## src/rtl/apb_regbank_slave_if.sv

```systemverilog
// APB4 completer bus bundle for apb_regbank_slave.
// master drives the request side, slave returns data/ready/error.
interface apb_regbank_slave_if #(
    parameter int ADDR_W = 32,
    parameter int DATA_W = 32
);
    logic [ADDR_W-1:0]   paddr;
    logic                psel;
    logic                penable;
    logic                pwrite;
    logic [DATA_W-1:0]   pwdata;
    logic [DATA_W/8-1:0] pstrb;
    logic [DATA_W-1:0]   prdata;
    logic                pready;
    logic                pslverr;

    modport master (
        output paddr, psel, penable, pwrite, pwdata, pstrb,
        input  prdata, pready, pslverr
    );

    modport slave (
        input  paddr, psel, penable, pwrite, pwdata, pstrb,
        output prdata, pready, pslverr
    );
endinterface

```

## src/rtl/apb_regbank_slave.sv

```systemverilog
// APB4 register bank completer: NUM_REGS R/W registers with byte strobes,
// fixed wait states and a one-cycle write pulse per register.
// Optional feature macro: APB_REGBANK_SLVERR_EN (error response on bad
// address or empty-strobe write). Default build leaves pslverr at 0.

// One register of the bank: byte-lane write enable, reset value, write pulse.
module apb_regbank_reg #(
    parameter int                DATA_W    = 32,
    parameter logic [DATA_W-1:0] RESET_VAL = '0
) (
    input  logic                clk,
    input  logic                rst,
    input  logic                we,
    input  logic [DATA_W/8-1:0] strb,
    input  logic [DATA_W-1:0]   wdata,
    output logic [DATA_W-1:0]   q,
    output logic                stb
);
    // Storage update per byte lane; stb is the registered commit pulse.
    always_ff @(posedge clk) begin
        if (rst) begin
            q   <= RESET_VAL;
            stb <= 1'b0;
        end else begin
            stb <= we;
            if (we) begin
                for (int b = 0; b < DATA_W/8; b++) begin
                    if (strb[b]) q[b*8 +: 8] <= wdata[b*8 +: 8];
                end
            end
        end
    end
endmodule

module apb_regbank_slave #(
    parameter int                ADDR_W      = 32,
    parameter int                DATA_W      = 32,
    parameter int                NUM_REGS    = 8,
    parameter int                WAIT_STATES = 0,
    parameter logic [DATA_W-1:0] RESET_VAL   = '0
) (
    input  logic                         clk,
    input  logic                         rst,
    apb_regbank_slave_if.slave           apb,
    output logic [NUM_REGS*DATA_W-1:0]   regs_o,
    output logic [NUM_REGS-1:0]          wr_stb_o
);
    localparam int NB    = DATA_W / 8;
    localparam int OFS   = $clog2(NB);
    localparam int IDX_W = (NUM_REGS > 1) ? $clog2(NUM_REGS) : 1;
    localparam logic [ADDR_W-1:0] LOW_MASK = ADDR_W'((1 << OFS) - 1);

    // SETUP is never stored: it is the IDLE cycle in which psel=1/penable=0
    // is seen. Registering it would add a cycle to every transfer, so the
    // register moves IDLE->ACCESS and SETUP exists only as a decoded phase.
    typedef enum logic [1:0] {IDLE, SETUP, ACCESS} state_t;

    typedef struct packed {
        logic [IDX_W-1:0] idx;
        logic             addr_ok;
        logic             wr;
    } req_t;

    state_t state_q, state_d, phase;
    logic [3:0] cnt_q, cnt_d;
    logic       pready, err, commit;
    req_t       req;
    logic [NUM_REGS-1:0][DATA_W-1:0] regs_q;

    // Address decode: aligned and inside the bank.
    always_comb begin
        req.idx     = apb.paddr[OFS +: IDX_W];
        req.addr_ok = ((apb.paddr & LOW_MASK) == '0) &&
                      ((apb.paddr >> OFS) < ADDR_W'(NUM_REGS));
        req.wr      = apb.pwrite;
    end

    // State and wait counter registers.
    always_ff @(posedge clk) begin
        if (rst) begin
            state_q <= IDLE;
            cnt_q   <= '0;
        end else begin
            state_q <= state_d;
            cnt_q   <= cnt_d;
        end
    end

    // Next state, counter and ready. penable=1 in IDLE is ignored; psel
    // dropping in ACCESS aborts back to IDLE, so a new SETUP can follow.
    always_comb begin
        state_d = state_q;
        cnt_d   = cnt_q;
        phase   = state_q;
        pready  = 1'b0;
        case (state_q)
            IDLE: begin
                if (apb.psel && !apb.penable) begin
                    phase   = SETUP;
                    state_d = ACCESS;
                    cnt_d   = 4'(WAIT_STATES);
                end
            end
            ACCESS: begin
                pready = (cnt_q == '0);
                if (!apb.psel || pready) begin
                    state_d = IDLE;
                    cnt_d   = '0;
                end else begin
                    cnt_d = cnt_q - 4'd1;
                end
            end
            default: begin
                state_d = IDLE;
                cnt_d   = '0;
            end
        endcase
    end

`ifdef APB_REGBANK_SLVERR_EN
    assign err         = !req.addr_ok || (req.wr && (apb.pstrb == '0));
    assign apb.pslverr = pready && err;
`else
    assign err         = !req.addr_ok;
    assign apb.pslverr = 1'b0;
`endif

    // Only a completed (psel still high), error-free, in-range write commits.
    assign commit     = pready && apb.psel && req.wr && !err;
    assign apb.pready = pready;
    assign apb.prdata = (pready && !req.wr && !err) ? regs_q[req.idx] : '0;
    assign regs_o     = regs_q;

    for (genvar k = 0; k < NUM_REGS; k++) begin : g_reg
        apb_regbank_reg #(
            .DATA_W    (DATA_W),
            .RESET_VAL (RESET_VAL)
        ) u_reg (
            .clk   (clk),
            .rst   (rst),
            .we    (commit && (req.idx == IDX_W'(k))),
            .strb  (apb.pstrb),
            .wdata (apb.pwdata),
            .q     (regs_q[k]),
            .stb   (wr_stb_o[k])
        );
    end
endmodule

```

## src/flat_wrapper.sv

```systemverilog
// flat-port wrapper written by rule: the top's interface ports become plain ports
module apb_regbank_slave_flat 
#(
    parameter int                ADDR_W      = 32,
    parameter int                DATA_W      = 32,
    parameter int                NUM_REGS    = 8,
    parameter int                WAIT_STATES = 0,
    parameter logic [DATA_W-1:0] RESET_VAL   = '0
)
  (clk, rst, regs_o, wr_stb_o, apb_paddr, apb_psel, apb_penable, apb_pwrite, apb_pwdata, apb_pstrb, apb_prdata, apb_pready, apb_pslverr);
  apb_regbank_slave_if #(.ADDR_W(ADDR_W), .DATA_W(DATA_W)) apb_i ();
  input  logic clk;
  input  logic rst;
  output logic [NUM_REGS*DATA_W-1:0] regs_o;
  output logic [NUM_REGS-1:0] wr_stb_o;
  input wire logic [$bits(apb_i.paddr)-1:0] apb_paddr;
  input wire logic [$bits(apb_i.psel)-1:0] apb_psel;
  input wire logic [$bits(apb_i.penable)-1:0] apb_penable;
  input wire logic [$bits(apb_i.pwrite)-1:0] apb_pwrite;
  input wire logic [$bits(apb_i.pwdata)-1:0] apb_pwdata;
  input wire logic [$bits(apb_i.pstrb)-1:0] apb_pstrb;
  output wire logic [$bits(apb_i.prdata)-1:0] apb_prdata;
  output wire logic [$bits(apb_i.pready)-1:0] apb_pready;
  output wire logic [$bits(apb_i.pslverr)-1:0] apb_pslverr;
  assign apb_i.paddr = apb_paddr;
  assign apb_i.psel = apb_psel;
  assign apb_i.penable = apb_penable;
  assign apb_i.pwrite = apb_pwrite;
  assign apb_i.pwdata = apb_pwdata;
  assign apb_i.pstrb = apb_pstrb;
  assign apb_prdata = apb_i.prdata;
  assign apb_pready = apb_i.pready;
  assign apb_pslverr = apb_i.pslverr;
  apb_regbank_slave #(.ADDR_W(ADDR_W), .DATA_W(DATA_W), .NUM_REGS(NUM_REGS), .WAIT_STATES(WAIT_STATES), .RESET_VAL(RESET_VAL)) u_core (.clk(clk), .rst(rst), .apb(apb_i), .regs_o(regs_o), .wr_stb_o(wr_stb_o));
endmodule
```

## config.mk

```make
export PLATFORM = sky130hd
export DESIGN_NAME = apb_regbank_slave_flat
export DESIGN_NICKNAME = d
export VERILOG_FILES = /design/src/rtl/apb_regbank_slave_if.sv /design/src/rtl/apb_regbank_slave.sv /design/src/flat_wrapper.sv
export SDC_FILE = /design/constraint.sdc
export NUM_CORES = 1
export LEC_CHECK = 0
export ABC_CLOCK_PERIOD_IN_PS = 4500
export CAP_MARGIN = 30
export CORE_UTILIZATION = 50
export DETAILED_ROUTE_END_ITERATION = 16
export PLACE_DENSITY_LB_ADDON = 0.08
export SYNTH_ARGS = -nofsm -noshare
export SYNTH_HDL_FRONTEND = slang
export SYNTH_SLANG_ARGS = --single-unit
```

## constraint.sdc

```tcl
create_clock -name clk -period 4.5 [get_ports clk]
set_input_delay 0.9 -clock clk [delete_from_list [all_inputs] [get_ports clk]]
set_output_delay 0.9 -clock clk [all_outputs]
set_load 0.02 [all_outputs]
```

# After elaboration in Yosys (flattened, before gate mapping)
# Cells that the tools add are included.
# op_classes
n_eq_ne,10
add_sub_neg,1
n_reduce_logical,56
magnitude_cmp,2
mux,10
# op_table
operator,n
$bmux 32 s3,1
$reduce_and 2->1,33
$mux 32,2
$logic_not 32->1,1
$lt 30x4->1 const B,1
$logic_and 1x1->1,15
$eq 3x3->1 const B,4
$mux 4,2
$pmux 4 s2,1
$eq 3x2->1 const B,2
$logic_not 4->1,1
$lt 3x4->1 const B,1
$mux 2,2
$ne 2x1->1 const B,2
$pmux 2 s2,1
$sub 4x1->4 const B,1
$eq 3x1->1 const B,1
$logic_not 1->1,3
$logic_not 3->1,1
$eq 2x2->1 const B,1
$logic_not 2->1,1
$logic_or 1x1->1,1
$mux 1,1
# totals
out_inout_bits,298
reg_bits,270

# Depth between registers and ports, before layout
# logic_depth
depth_word,7
ltp_mapped,8

# By module
# A second synthesis with hierarchy kept.
# hier_totals
cells_unflattened,1406
area_unflattened_um2,15155.8
# by_module_without_submodules
module,seq_area_each_um2,cells_each,area_each_um2,n_inst
apb_regbank_reg,660.6,149,1541.5,8
apb_regbank_slave,100.1,214,2824.0,1

# Worst setup path before layout
# OpenSTA, ideal clock, no wires.
# synth_timing
path_kind,in2out
startpoint,input port apb_paddr[3]
endpoint,output port apb_prdata[23]
path_stages,6
slack_ps,1235
required_ps,3600
path_buffers,3
arrival_ps,2365
path_cell_list,buf_2 clkbuf_1 clkbuf_1 mux4_2 nand2_1 a21oi_1
# synth_via
elab_chain_cells,4
word_cells_on_any_way,6
# synth_rtl
item,line,rtl
start: declaration,flat_wrapper.sv:16,input wire logic [$bits(apb_i.paddr)-1:0] apb_paddr;
$lt 30x4->1,apb_regbank_slave.sv:74,((apb.paddr >> OFS) < ADDR_W'(NUM_REGS));
$logic_and 1x1->1,apb_regbank_slave.sv:73,req.addr_ok = ((apb.paddr & LOW_MASK) == '0) &&
$logic_and 1x1->1,apb_regbank_slave.sv:131,assign apb.prdata = (pready && !req.wr && !err) ? regs_q[req.idx] : '0;
$mux 32 *,apb_regbank_slave.sv:131,
end: declaration,flat_wrapper.sv:22,output wire logic [$bits(apb_i.prdata)-1:0] apb_prdata;
# Mark *: on every way between the ends. The rest lies on a longest branch, timed or not. The select of a mux whose other input is x is not followed.

# Worst setup path after layout
# layout_timing
startpoint,input port apb_paddr[8]
endpoint,output port apb_prdata[18]
# layout_via
elab_chain_cells,4
# layout_rtl
item,line
$lt 30x4->1,apb_regbank_slave.sv:74
$logic_and 1x1->1,apb_regbank_slave.sv:73
$logic_and 1x1->1,apb_regbank_slave.sv:131
$mux 32,apb_regbank_slave.sv:131
# No other way between the ends.

==> flow_summary.json <==
{
  "status": "finished clean",
  "dieArea_sq_um": 27120,
  "p_leak_uw": 0.007563,
  "worst_pin_slew_ns": 0.9554,
  "worstPathArrival_ns": 3.18,
  "antenna_found_initial": 3,
  "criticalPathCategory": "in -> out",
  "peakVddDrop_mv": 0.3062,
  "post_cts_resized": 0,
  "nets": 1611,
  "ys_types": 43,
  "rsz0062_at_grt": "no",
  "fin_crit_sh_pct": 90.67,
  "cap_violations": 0,
  "placementRows": 59,
  "numPortBuffers": 369,
  "p_total_uw": 5028,
  "synth_mux_area_share_pct": 30.26,
  "synth_compound_area_share_pct": 1.541,
  "ctsHtreeMaxLevel": 1,
  "met1_length_um": 16330,
  "via_count": 10491,
  "path_common_cell": "clkdlybuf4s50_1",
  "cp_data_required_time_ns": 3.60,
  "p_sw_share_pct": 21.76,
  "yosys.area_share.simple_pct": 22.40,
  "cts_buffers": 28,
  "dieWidth_um": 164.7,
  "startpoint_type": "primary input",
  "synth_top_area_share_pct": 40.70,
  "clk_pin_slew_ns": 0.06,
  "postPlaceCellArea_sq_um": 16950,
  "period_minus_slack_ns": 4.080,
  "grt_overflow": 0,
  "dp_hpwl_um": 27000,
  "final_area_sq_um": 17880,
  "slew_headroom_pct": 35.83,
  "start_util_pct": 50.92,
  "fin_util_pct": 68.83,
  "synthFlopType": "dfxtp_1",
  "firstDrtPassIters": 5,
  "endpoint_kind": "output port",
  "core_sq_um": 25980,
  "p_int_uw": 3934,
  "drive_above_1_share_pct": 11.00,
  "detail-route-antenna-nets": 0,
  "routedWlPerCell_um": 20.77,
  "hold_path.class": "reg -> reg",
  "hold_buffers": 0,
  "yosysSeqAreaShare_pct": 40.70,
  "seqPwrFrac_pct": 47.4,
  "cpPeakStageDelay_ns": 0.63,
  "drtIter0Drc": 645,
  "instances_no_fill": 1890,
  "highest_layer": "met5",
  "synth_edf_count": 0,
  "postCtsSetupBuffers": 0,
  "clockBufferDepth": 3,
  "grt_max_degree": 98,
  "syn_area_sq_um": 13230,
  "hold_depth": 2,
  "finalSetupViolations": 0,
  "cts_sinks": 269,
  "drc": 0,
  "dr_wl_met2_um": 19230,
  "reg2reg_depth": 6,
  "synth_top_family_by_area": "multiplexers",
  "drt_wl_total_um": 39250,
  "areaGrowthSynthToFinish_pct": 35.16,
  "combPwrFrac_pct": 5.9,
  "place_inst": 1842,
  "critPathMaxFanout": 32,
  "gp_congestion": 0.8146,
  "synth_area_leader_cell": "dfxtp_1",
  "die_h_um": 164.7,
  "io-pin-count": 371,
  "switchingPower_uw": 1094,
  "grt_pass1_wl_um": 58510,
  "pwr-share-clk_pct": 46.7,
  "via_per_inst": 5.551,
  "crit_slowest_cell": "clkdlybuf4s50_1",
  "clock_latency_ns": 0.53,
  "cp_cell_sequence": "clkdlybuf4s50_1, nor4_1, buf_4, and4_2, nand4b_1, buf_12, a21oi_1, clkdlybuf4s50_1",
  "fin_worst_skew_ns": 0.009581,
  "met3_length_um": 2670,
  "root_buffer": "clkbuf_16",
  "ys_top_cells_by_count": "290 x nand2b_1, 269 x dfxtp_1, 256 x mux2i_1, 74 x nand2_1, 64 x mux4_2",
  "gr-usage-all-layers_pct": 28.05,
  "synth-seq-cells": 269,
  "async_reset_ff_share_pct": 0,
  "fmax_mhz": 245.1,
  "synthAdderAreaFrac_pct": 0.09455,
  "p_per_area_nw_per_um2": 281.1,
  "synth_xor_area_share_pct": 0,
  "drv_slew": 0,
  "first_global_vias": 10157,
  "fin_tns_setup_ns": 0,
  "cts_tree": "done",
  "synth_area_per_cell_sq_um": 10.65,
  "yosysWarnings": 0,
  "netlist_instances": 1243,
  "syn_nets": 1317,
  "final-hold-violation-count": 0,
  "synthTopCellsByArea": "dfxtp_1 41%, mux2i_1 19%, nand2b_1 14%, mux4_2 11%, nand2_1 2.1%",
  "yosysMostFrequentCell": "nand2b_1"
}
flip-flops by register name (all words and copies together), names as in the netlist:
name / cells
u_core.state_q: 1
u_core.g.u_reg.q: 256
u_core.g.u_reg.stb: 8
u_core.cnt_q: 4
per-layer routing:
layer	up-vias	GRT usage [%]
met5	-	0
met4	2	8.924
met3	71	5.600
met2	372	47.75
met1	5163	35.60
li1	4883	-
layout by cell type, fill, tap and decap left out, types with 5 or more instances in the layout:
cell type | Yosys | routed
a21oi_1 | 36 | 36
nor2_1 | 16 | 16
buf_12 | 0 | 5
mux4_2 | 64 | 64
nand3_1 | 10 | 10
inv_1 | 7 | 6
nand2_1 | 74 | 74
dfxtp_1 | 269 | 269
clkbuf_16 | 0 | 29
nor3_1 | 18 | 18
nand4_2 | 15 | 15
clkbuf_8 | 1 | 8
clkdlybuf4s50_1 | 0 | 365
nand4_1 | 8 | 8
mux2i_1 | 256 | 256
nand2b_1 | 290 | 290
buf_4 | 9 | 21
or4_4 | 7 | 7
worst paths after layout:
kind / from / to / slack, ns
worst max-delay path: apb_paddr[8] / apb_prdata[18] / 0.42
worst max register to register: u_core.cnt_q[0] / u_core.g_reg[7].u_reg.q[15] / 1.67
worst min register to register: u_core.g_reg[4].u_reg.q[5] / u_core.g_reg[4].u_reg.q[5] / 0.49
worst min-delay path: u_core.g_reg[4].u_reg.q[5] / u_core.g_reg[4].u_reg.q[5] / 0.49
critical path: cells and delay by family:
kind	cells	cell delay, ns
AO/OA/AOI/OAI	1	0.15
buffers and inverters	4	1.47
AND/OR/NAND/NOR	3	0.63
cell type report:
type	instances	area, sq um
fillers	2074	8100
inverters	7	26.28
flip-flops and latches	269	5385
diodes	1	2.502
clock inverters	6	85.08
clock buffers	41	850.8
well taps	335	419.2
repair buffers	393	3928
multi-input cells	838	7188
power groups by stage:
stage / Sequential (uW) / Combinational, uW / Clock (uW)
after floorplan: 2430 / 183 / 0
after global placement: 2430 / 299 / 0
after detailed placement: 2430 / 299 / 0
after CTS: 2380 / 300 / 2380
after global routing: 2380 / 319 / 2480
final: 2380 / 299 / 2350
cell families (layout without fill, tap and decap cells):
logic type,count (synthesis),in the layout
compound gates,39,39
fa+ha+maj,1,1
buf+inv,136,447
flops,269,269
mux,320,320
other cells,1,2
simple gates,477,477
stage by stage:
step / hold slack (ns) / setup WS [ns]
global route: 0.5098 / 0.2909
floorplan: 0.4808 / 1.235
CTS: 0.4905 / 0.3896
finish: 0.4873 / 0.4200
detailed placement: 0.4810 / 0.4055
global placement: 0.4722 / 0.4719
Power figures use the tool's default switching activity.
